===== src/rtl/axis_gearbox_pkg.sv =====
// rtl/axis_gearbox_pkg.sv - shared keep/count helpers for the byte-granular AXIS gearbox
package axis_gearbox_pkg;

  localparam int MAX_BYTES = 64;

  // Byte count of a packed keep; non-packed keeps are not screened here.
  function automatic int keep_to_count(input logic [MAX_BYTES-1:0] keep);
    int n;
    n = 0;
    for (int i = 0; i < MAX_BYTES; i++) begin
      n += int'(keep[i]);
    end
    return n;
  endfunction

  function automatic logic [MAX_BYTES-1:0] count_to_keep(input int n, input int width);
    logic [MAX_BYTES-1:0] k;
    k = '0;
    for (int i = 0; i < MAX_BYTES; i++) begin
      k[i] = (i < n) && (i < width);
    end
    return k;
  endfunction

endpackage


===== src/rtl/axis_gearbox.sv =====
// rtl/axis_gearbox.sv - AXIS width converter for arbitrary input/output byte widths
module axis_gearbox
  import axis_gearbox_pkg::*;
#(
  parameter int AXIS_I_BYTES = 3,
  parameter int AXIS_O_BYTES = 2,
  parameter int BUF_BYTES    = AXIS_I_BYTES + AXIS_O_BYTES
) (
  input  logic                      clk,
  input  logic                      sresetn,
  output logic                      axis_i_tready,
  input  logic                      axis_i_tvalid,
  input  logic                      axis_i_tlast,
  input  logic [AXIS_I_BYTES-1:0]   axis_i_tkeep,
  input  logic [8*AXIS_I_BYTES-1:0] axis_i_tdata,
  input  logic                      axis_o_tready,
  output logic                      axis_o_tvalid,
  output logic                      axis_o_tlast,
  output logic [AXIS_O_BYTES-1:0]   axis_o_tkeep,
  output logic [8*AXIS_O_BYTES-1:0] axis_o_tdata
);

  localparam int FW = $clog2(BUF_BYTES + 1);
  localparam int BW = 8 * BUF_BYTES;
  localparam logic [FW-1:0] I_ROOM = FW'(BUF_BYTES - AXIS_I_BYTES);
  localparam logic [FW-1:0] O_FILL = FW'(AXIS_O_BYTES);

  if (AXIS_I_BYTES < 1 || AXIS_O_BYTES < 1 ||
      AXIS_I_BYTES > MAX_BYTES || AXIS_O_BYTES > MAX_BYTES) begin : g_bad_width
    $error("axis_gearbox: byte widths must be in 1..%0d", MAX_BYTES);
  end
  if (BUF_BYTES < AXIS_I_BYTES + AXIS_O_BYTES) begin : g_bad_buf
    $error("axis_gearbox: BUF_BYTES must be >= AXIS_I_BYTES + AXIS_O_BYTES");
  end

  logic [BW-1:0]             buf_q, buf_next, ins_data, ins_mask;
  logic [8*AXIS_I_BYTES-1:0] in_mask;
  logic [FW-1:0]             fill_q, fill_next, pop, n_in, wr_base;
  logic                      last_pend_q, last_pend_next;
  logic                      i_fire, o_fire;

  for (genvar g = 0; g < AXIS_I_BYTES; g++) begin : g_in_mask
    assign in_mask[8*g +: 8] = {8{axis_i_tkeep[g]}};
  end

  // Ready depends only on registered state so no o_tready -> i_tready path exists.
  assign axis_i_tready = sresetn && !last_pend_q && (fill_q <= I_ROOM);
  assign axis_o_tvalid = sresetn && ((fill_q >= O_FILL) || last_pend_q);
  assign axis_o_tlast  = sresetn && last_pend_q && (fill_q <= O_FILL);
  assign axis_o_tkeep  = sresetn ? AXIS_O_BYTES'(count_to_keep(int'(fill_q), AXIS_O_BYTES)) : '0;
  assign axis_o_tdata  = buf_q[8*AXIS_O_BYTES-1:0];

  // Pop shifts the buffer down; new bytes land right after the survivors.
  always_comb begin
    i_fire         = axis_i_tvalid && axis_i_tready;
    o_fire         = axis_o_tvalid && axis_o_tready;
    n_in           = i_fire ? FW'(keep_to_count(MAX_BYTES'(axis_i_tkeep))) : '0;
    pop            = '0;
    if (o_fire) begin
      pop = (fill_q >= O_FILL) ? O_FILL : fill_q;
    end
    wr_base        = fill_q - pop;
    ins_data       = BW'(axis_i_tdata & in_mask) << {wr_base, 3'b000};
    ins_mask       = i_fire ? (BW'(in_mask) << {wr_base, 3'b000}) : '0;
    buf_next       = ((buf_q >> {pop, 3'b000}) & ~ins_mask) | (ins_data & ins_mask);
    fill_next      = fill_q - pop + n_in;
    last_pend_next = last_pend_q;
    if (o_fire && axis_o_tlast) begin
      last_pend_next = 1'b0;
    end
    if (i_fire && axis_i_tlast) begin
      last_pend_next = 1'b1;
    end
  end

  always_ff @(posedge clk) begin
    buf_q <= buf_next;
    if (!sresetn) begin
      fill_q      <= '0;
      last_pend_q <= 1'b0;
    end else begin
      fill_q      <= fill_next;
      last_pend_q <= last_pend_next;
    end
  end

endmodule


===== config.mk =====
export PLATFORM = sky130hd
export DESIGN_NAME = axis_gearbox
export DESIGN_NICKNAME = d
export VERILOG_FILES = /design/src/rtl/axis_gearbox_pkg.sv /design/src/rtl/axis_gearbox.sv
export SDC_FILE = /design/constraint.sdc
export NUM_CORES = 1
export LEC_CHECK = 0
export CELL_PAD_IN_SITES_DETAIL_PLACEMENT = 1
export CELL_PAD_IN_SITES_GLOBAL_PLACEMENT = 1
export CORE_ASPECT_RATIO = 1.75
export CORE_UTILIZATION = 43
export CTS_CLUSTER_DIAMETER = 30
export DETAILED_ROUTE_END_ITERATION = 12
export PLACE_DENSITY_LB_ADDON = 0.05
export SYNTH_ARGS = -nofsm -noshare
export SYNTH_HDL_FRONTEND = slang
export SYNTH_SLANG_ARGS = --single-unit

===== constraint.sdc =====
create_clock -name clk -period 7.75 [get_ports clk]
set_clock_uncertainty 0.1 [all_clocks]
set_input_delay 1.1625 -clock clk [delete_from_list [all_inputs] [get_ports clk]]
set_output_delay 1.1625 -clock clk [all_outputs]
set_load 0.1 [all_outputs]

; After elaboration in Yosys (flattened, before gate mapping)
; Cells that the tools add are included.
[totals]
inputBits = 32
output_inout_bits = 21
word_cells = 38
reg_bits = 44
[op_classes]
muxes = 7
reduce_logical = 12
n_lt_le_gt_ge = 4
shift = 3
n_addsub = 4
bitwise = 5
[ops]
columns = cell, n
row1 = 40-bit bitwise AND, 2
row2 = 24-bit by 6-bit << shifter with 40-bit output, 2
row3 = 40-bit 2-to-1 mux, 1
row4 = 40-bit NOT, 1
row5 = 40-bit bitwise OR, 1
row6 = 40-bit by 6-bit right shift with 40-bit output, 1
row7 = 24-bit bitwise AND, 1
row8 = 1-bit logical AND, 9
row9 = 3-bit 2-to-1 mux, 3
row10 = "1-bit by 3-bit less-than comparator with 1-bit output, first input constant", 2
row11 = 2-bit by 1-bit adder with 3-bit output, 1
row12 = 3-bit adder, 1
row13 = "3-bit by 2-bit greater-or-equal comparator with 1-bit output, second input constant", 1
row14 = "3-bit by 2-bit less-or-equal comparator with 1-bit output, second input constant", 1
row15 = 3-bit subtractor, 1
row16 = 1-bit by 1-bit adder with 2-bit output, 1
row17 = 1-bit 2-to-1 mux, 2
row18 = 2-bit 2-to-1 mux, 1
row19 = 2-bit nonzero test, 1
row20 = 1-bit zero test, 1
row21 = 1-bit logical OR, 1

; Depth between registers and ports, before layout
; Gate-level depths: netlist (run 1).
[logic_depth]
word_depth = 11
depth_mapped = 13
depth_no_buf = 9

; Least setup slack after synthesis (run 1)
; OpenSTA, ideal clock, no wires.
[synth_timing]
kind = input port to flip-flop
startpoint = input axis_o_tready
endpoint = register with a tool-made name
arrival_ps = 3576
setup_ps = 313
required_ps = 7337
path_buffers = 3
path_slack_ps = 3761
path_stages = 11
path_cell_list = nand2_2 > or2_2 > buf_2 > clkinv_1 > buf_2 > fa_1 > nor2b_1 > and4_1 > nand3_1 > clkbuf_1 > nand2_1
[synth_rtl]
columns = element, line
row1 = "start, declared", axis_gearbox.sv:16  ; input logic axis_o_tready,

==> qor.txt, run 1 <==
Initial core utilization = 44.08%
Nets = 437
Pin count of the biggest net entering global routing = 36
Root Driver = clkbuf_16
Post-synthesis cell area = 0.003166 sq mm
Max Slew Vio Count = 0
Initial drt markers = 203
Worst Hold Class = flop to flop
Share of layout cells above drive strength 1 = 13.68%
Longest Clk Path Bufs = 2
Initial antenna violation count = 0
Fin crit share = 77.58%
Outcome = completed
Buffers and inverters on the worst path = 2
# setup viols final = 0
Worst slack, placed = 1.474 ns
Post-DR wirelength/cell = 21.60 um
CP max stage delay = 1.19 ns
Final TNS setup = 0 ns
Primary FF master, synth = dfxtp_1
Synth Area in Compound Gates = 19.09%
Global-route wire length before repair = 16170 um
Gate Count Post-Synth = 383
Largest family of logic cells by synthesized area = simple AND/OR/NAND/NOR gates
Commonest non-fill, non-tap cell in the layout = nand2_1
RePlAce Congestion = 0.8877
Residual DRC count = 0
Port Buffers = 52
RSZ-0062 raised after global routing = no
Simple-gate area share of the yosys netlist = 23.91%
Xor and xnor fraction of the mapped netlist area = 0.5534%
# IOs = 53
Final hold violation count = 0
Worst Slack Setup Final = 1.737 ns
Total CTS buffers = 5
Die ar. = 0.007723 sq mm
CP arrival = 5.88 ns
Area growth, synth to finish = 18.14%
Drt pass-1 iters = 4
Synth Area in Adders = 2.292%
Leakage = 1.449 nW
Vias in the first global route = 2935
Max-Cap Viols = 0
Post-synth EDFFs = 8
Fill cells = 876
Worst VDD drop = 0.1716 mV
Worst path cell trace = clkdlybuf4s50_1 -> nand2_2 -> or2_2 -> clkinv_1 -> fa_1 -> nor2b_1 -> and4_1 -> nand3_1 -> nand2_1
Cell with the largest stage delay on the worst path = fa_1
Core Box Area = 0.007182 sq mm
Crit-path max FO = 35
CTS Sinks = 44
CTS tree = built
Seq cells post-synth = 44
Total GRT Usage = 29.05%
Vias per cell = 5.834
Slew headroom = 34.09%
Htree depth = 2
Ys async rst share = 0%
Die Y = 115.5 um
Final worst path period need = 6.013 ns
CTS-repair resized insts = 0
Max Fclk = 166.3 MHz
Yosys warning count = 0
Cell variety after synth = 54
Placed Instances = 480
Worst-path clk slew = 0.06 ns
Setup Buffers After CTS = 0
Finished Layout Cells = 488
Power density cells = 381.9 mW/mm^2
Wirelength, routed = 10540 um
Detail Route Antenna Nets = 0
Worst Path Class, Setup = input pin to flop
Sequential fraction of the synthesis area = 30.36%
CP startpoint kind = input pin
Required @ worst endpoint = 7.62 ns
Multiplexer share of the synthesized area = 14.66%
Commonest non-fill, non-tap cells in the layout = nand2_1 (66), clkdlybuf4s50_1 (52), dfxtp_1 (36)
Clk_lat worst skew = 0.29 ns
Hold buffer count at CTS = 0
Worst-Margin Slew = 0.9856 ns
Via count = 2847
Total global routing overflow = 0
ANT cells = 0
Worst setup EP type = flop
Syn Nets = 419
Avg Synthesized Cell Area = 8.265 sq um
CP top delay family = simple AND/OR/NAND/NOR gates
Detailed Place HPWL = 7515 um
Die Wd = 66.86 um
Row Count = 41
-- per-stage QoR --
| step | area (sq um) | total power, mW | hold slack [ns] | utilization [%] |
|---|---|---|---|---|
| after detailed placement | 3556 | 1.164 | 0.3801 | 49.51 |
| final | 3740 | 1.428 | 0.3794 | 52.07 |
| after global routing | 3740 | 1.492 | 0.4033 | 52.07 |
| after floorplan | 3166 | 1.008 | 0.3502 | - |
| after CTS | 3740 | 1.432 | 0.3896 | 52.07 |
| after global placement | 3556 | 1.151 | 0.3700 | 49.51 |
-- power breakdown --
group / total, mW / internal, mW / switching (mW)
sequential: 0.386 / 0.322 / 0.0638
clock: 0.269 / 0.172 / 0.0964
combinational: 0.774 / 0.243 / 0.531
total: 1.43 / 0.737 / 0.691
-- final timing paths --
path	start	to	slack, ns	depth (start not counted)
hold / removal	buf_q[34]$_DFF_P_	buf_q[34]$_DFF_P_	0.38	2
hold reg to reg	buf_q[34]$_DFF_P_	buf_q[34]$_DFF_P_	0.38	2
setup reg to reg	fill_q[1]$_SDFF_PN0_	flop	2.61	8
setup / recovery	sresetn	flop	1.74	9
-- Yosys cell counts (2+ instances only) --
cell type | count | area (sq um)
a21oi_1 | 16 | 80.08
a22oi_1 | 8 | 60.06
a2bb2oi_1 | 6 | 52.55
a31o_2 | 7 | 61.31
and2_1 | 4 | 25.02
and3_1 | 5 | 31.28
buf_2 | 14 | 70.07
buf_4 | 16 | 120.1
buf_6 | 2 | 22.52
clkbuf_1 | 9 | 33.78
dfxtp_1 | 36 | 720.7
edfxtp_1 | 8 | 240.2
fa_1 | 3 | 60.06
inv_1 | 7 | 26.28
mux2_2 | 25 | 281.5
mux2i_1 | 16 | 160.2
nand2_1 | 66 | 247.7
nand2b_1 | 10 | 62.56
nand3_1 | 10 | 50.05
nand4_1 | 2 | 12.51
nor2_1 | 29 | 108.9
nor2b_1 | 2 | 12.51
nor3_1 | 18 | 90.09
o21a_1 | 10 | 75.07
o21ai_0 | 9 | 45.04
o22ai_1 | 10 | 62.56
o2bb2ai_1 | 7 | 61.31
xor2_1 | 2 | 17.52
-- kinds of logic (layout without fill, tap and decap cells) --
family	count (synthesis)	count (layout)
compound gates	83	83
xor+xnor	2	2
fa+ha+maj	4	4
buf+inv	51	70
flops	44	44
mux	42	42
other cells	1	1
simple gates	156	156
-- area by class of cell --
type	count	area, sq um	share of cell area [%]
clock buffers	7	153.9	4.115
clock inverters	1	30.03	0.8029
inverters	9	33.78	0.9033
multi-input cells	288	1926	51.49
flip-flops and latches	44	960.9	25.69
well taps	86	107.6	2.877
repair buffers	53	528.0	14.12
-- metal layers --
| metal | share of wire, % | vias up | GRT usage [%] | wire length, um |
|---|---|---|---|---|
| met1 | 42 | 1354 | 35.08 | 4388 |
| met2 | 51 | 93 | 50.64 | 5424 |
| met4 | 3.3 | 0 | 12.34 | 344 |
| met3 | 3.6 | 28 | 3.445 | 382 |
| met5 | 0 | - | 0 | 0 |
| li1 | - | 1372 | - | - |
-- worst reg2reg max path, cell delays in order (launching register included) --
cell	delay, ns
dfxtp_1	0.42
nor2_1	0.27
or2_2	0.62
clkinv_1	0.74
fa_1	1.19
nor2b_1	0.33
and4_1	0.25
nand3_1	0.45
nand2_1	0.45
Power figures use the tool's default switching activity.
==> inputs of run 2 (changes only) <==
Settings changed: CORE_UTILIZATION 43 to 40.
Clock period 7.75 ns to 5.7 ns, I/O delays scaled along.
==> run 2 against run 1 <==
Net effect: combinational power is 36% higher; via count is 2.3% higher; cell count is 1.2% higher; hold slack better by 0.0045 ns; worst setup slack worse by 0.37 ns; global-route usage is 3.4 points lower; sequential share of layout area is 0.095 points higher; sequential power is 38% higher; largest cell class unchanged; sequential cell count stayed put; clock power is 6% higher; die area is 7.3% higher.
==> qor.txt, run 2 (synthesis results as in run 1) <==
Multi-input gate area = 0.001926 sq mm
Via count = 2912
Clk_lat worst skew = 0.29 ns
Area growth, synth to finish = 17.71%
Longest Clk Path Bufs = 2
Max Slew Vio Count = 0
Row Count = 42
Final hold violation count = 0
# IOs = 53
CP startpoint kind = input pin
CP Launch Point = sresetn
Pin count of the biggest net entering global routing = 35
Hold Startpoint = buf_q[35]$_DFF_P_
Post-DR wirelength/cell = 20.50 um
Commonest non-fill, non-tap cells in the layout = nand2_1 (66), clkdlybuf4s50_1 (52), dfxtp_1 (36)
Die Wd = 69.25 um
Detail Route Antenna Nets = 0
ANT cells = 0
RSZ-0062 raised after global routing = no
Global-route wire length before repair = 16410 um
Vias per cell = 5.895
Slew headroom = 35.47%
Total global routing overflow = 0
Fin crit share = 75.94%
Worst Path Class, Setup = input pin to output port
Max-Cap Viols = 0
Required @ worst endpoint = 4.74 ns
Final worst path period need = 4.329 ns
Total GRT Usage = 25.69%
Vias in the first global route = 3166
Root Driver = clkbuf_16
Total CTS buffers = 5
Initial antenna violation count = 0
Htree depth = 2
Register area = 960.9 sq um
Placed Instances = 486
Worst Hold Class = flop to flop
Worst VDD drop = 0.2491 mV
Fill cells = 946
# setup viols final = 0
CTS tree = built
Final TNS setup = 0 ns
Initial drt markers = 133
Initial core utilization = 41.54%
Residual DRC count = 0
Setup Buffers After CTS = 0
Detailed Place HPWL = 7364 um
Worst-path clk slew = 0.06 ns
CP arrival = 3.37 ns
Port Buffers = 52
Die ar. = 0.008287 sq mm
RePlAce Congestion = 0.8324
Nets = 441
Outcome = completed
Power density cells = 500.4 mW/mm^2
Commonest non-fill, non-tap cell in the layout = nand2_1
Worst setup EP type = output port
Max Fclk = 231.0 MHz
Drt pass-1 iters = 4
Crit-path max FO = 8
Leakage = 1.447 nW
Hold buffer count at CTS = 0
CTS-repair resized insts = 0
Worst-Margin Slew = 0.9649 ns
Wirelength, routed = 10130 um
Die Y = 119.7 um
Core Box Area = 0.007620 sq mm
CTS Sinks = 44
Finished Layout Cells = 494
Share of layout cells above drive strength 1 = 14.29%
Reg-to-reg startpoint = fill_q[1]$_SDFF_PN0_
-- run 2: cell types whose count changed in the layout (fill, tap and decap cells not counted), sizes merged --
cell | previous run | this run
buf | 1 | 5
clkinv | 1 | 2
bufinv | 1 | 0
-- run 2: layout make-up --
cell class,instances,area share (%)
timing repair buffer,57,14.98
clock buffer,7,3.559
multi-input combinational,288,51.68
inverter,9,0.9066
sequential,44,25.79
clock inverter,1,0.1343
tap,88,2.955
-- run 2: path summary, 6_finish.rpt --
check / endpoint / slack (ns) / cells after the start
setup / recovery: axis_o_tlast / 1.37 / 4
hold / removal: buf_q[35]$_DFF_P_ / 0.38 / 2
setup reg to reg: buf_q[19]$_DFF_P_ / 2.13 / 9
hold reg to reg: buf_q[35]$_DFF_P_ / 0.38 / 2
-- run 2: metrics by stage --
stage	cell area [sq um]	hold WS (ns)	setup slack, ns	total power, mW	util (%)
6_report	3726	0.3839	1.371	1.865	48.90
5_1_grt	3726	0.4177	1.332	1.967	48.90
4_1_cts	3726	0.3857	1.387	1.873	48.90
3_5_place_dp	3588	0.3770	1.251	1.585	47.09
3_3_place_gp	3588	0.3647	1.328	1.562	47.09
2_1_floorplan	3166	0.3502	2.018	1.370	-
-- run 2: where the power goes --
part | internal [mW] | leakage, nW | switching [mW] | total, mW
clock | 0.162 | 0.0679 | 0.123 | 0.285
sequential | 0.438 | 0.375 | 0.0948 | 0.533
combinational | 0.337 | 1.00 | 0.709 | 1.05
-- run 2: critical path, cell delays in order --
cell	delay, ns
clkdlybuf4s50_1	0.63
nor2b_1	0.52
and3_1	0.24
clkdlybuf4s50_1	1.12
-- run 2: layer usage --
layer / vias up / GRT usage [%] / routed length (um)
li1: 1375 / - / -
met1: 1419 / 28.81 / 4191
met2: 86 / 46.18 / 5207
met3: 32 / 3.275 / 280
met4: 0 / 14.16 / 448
met5: - / 0 / 0
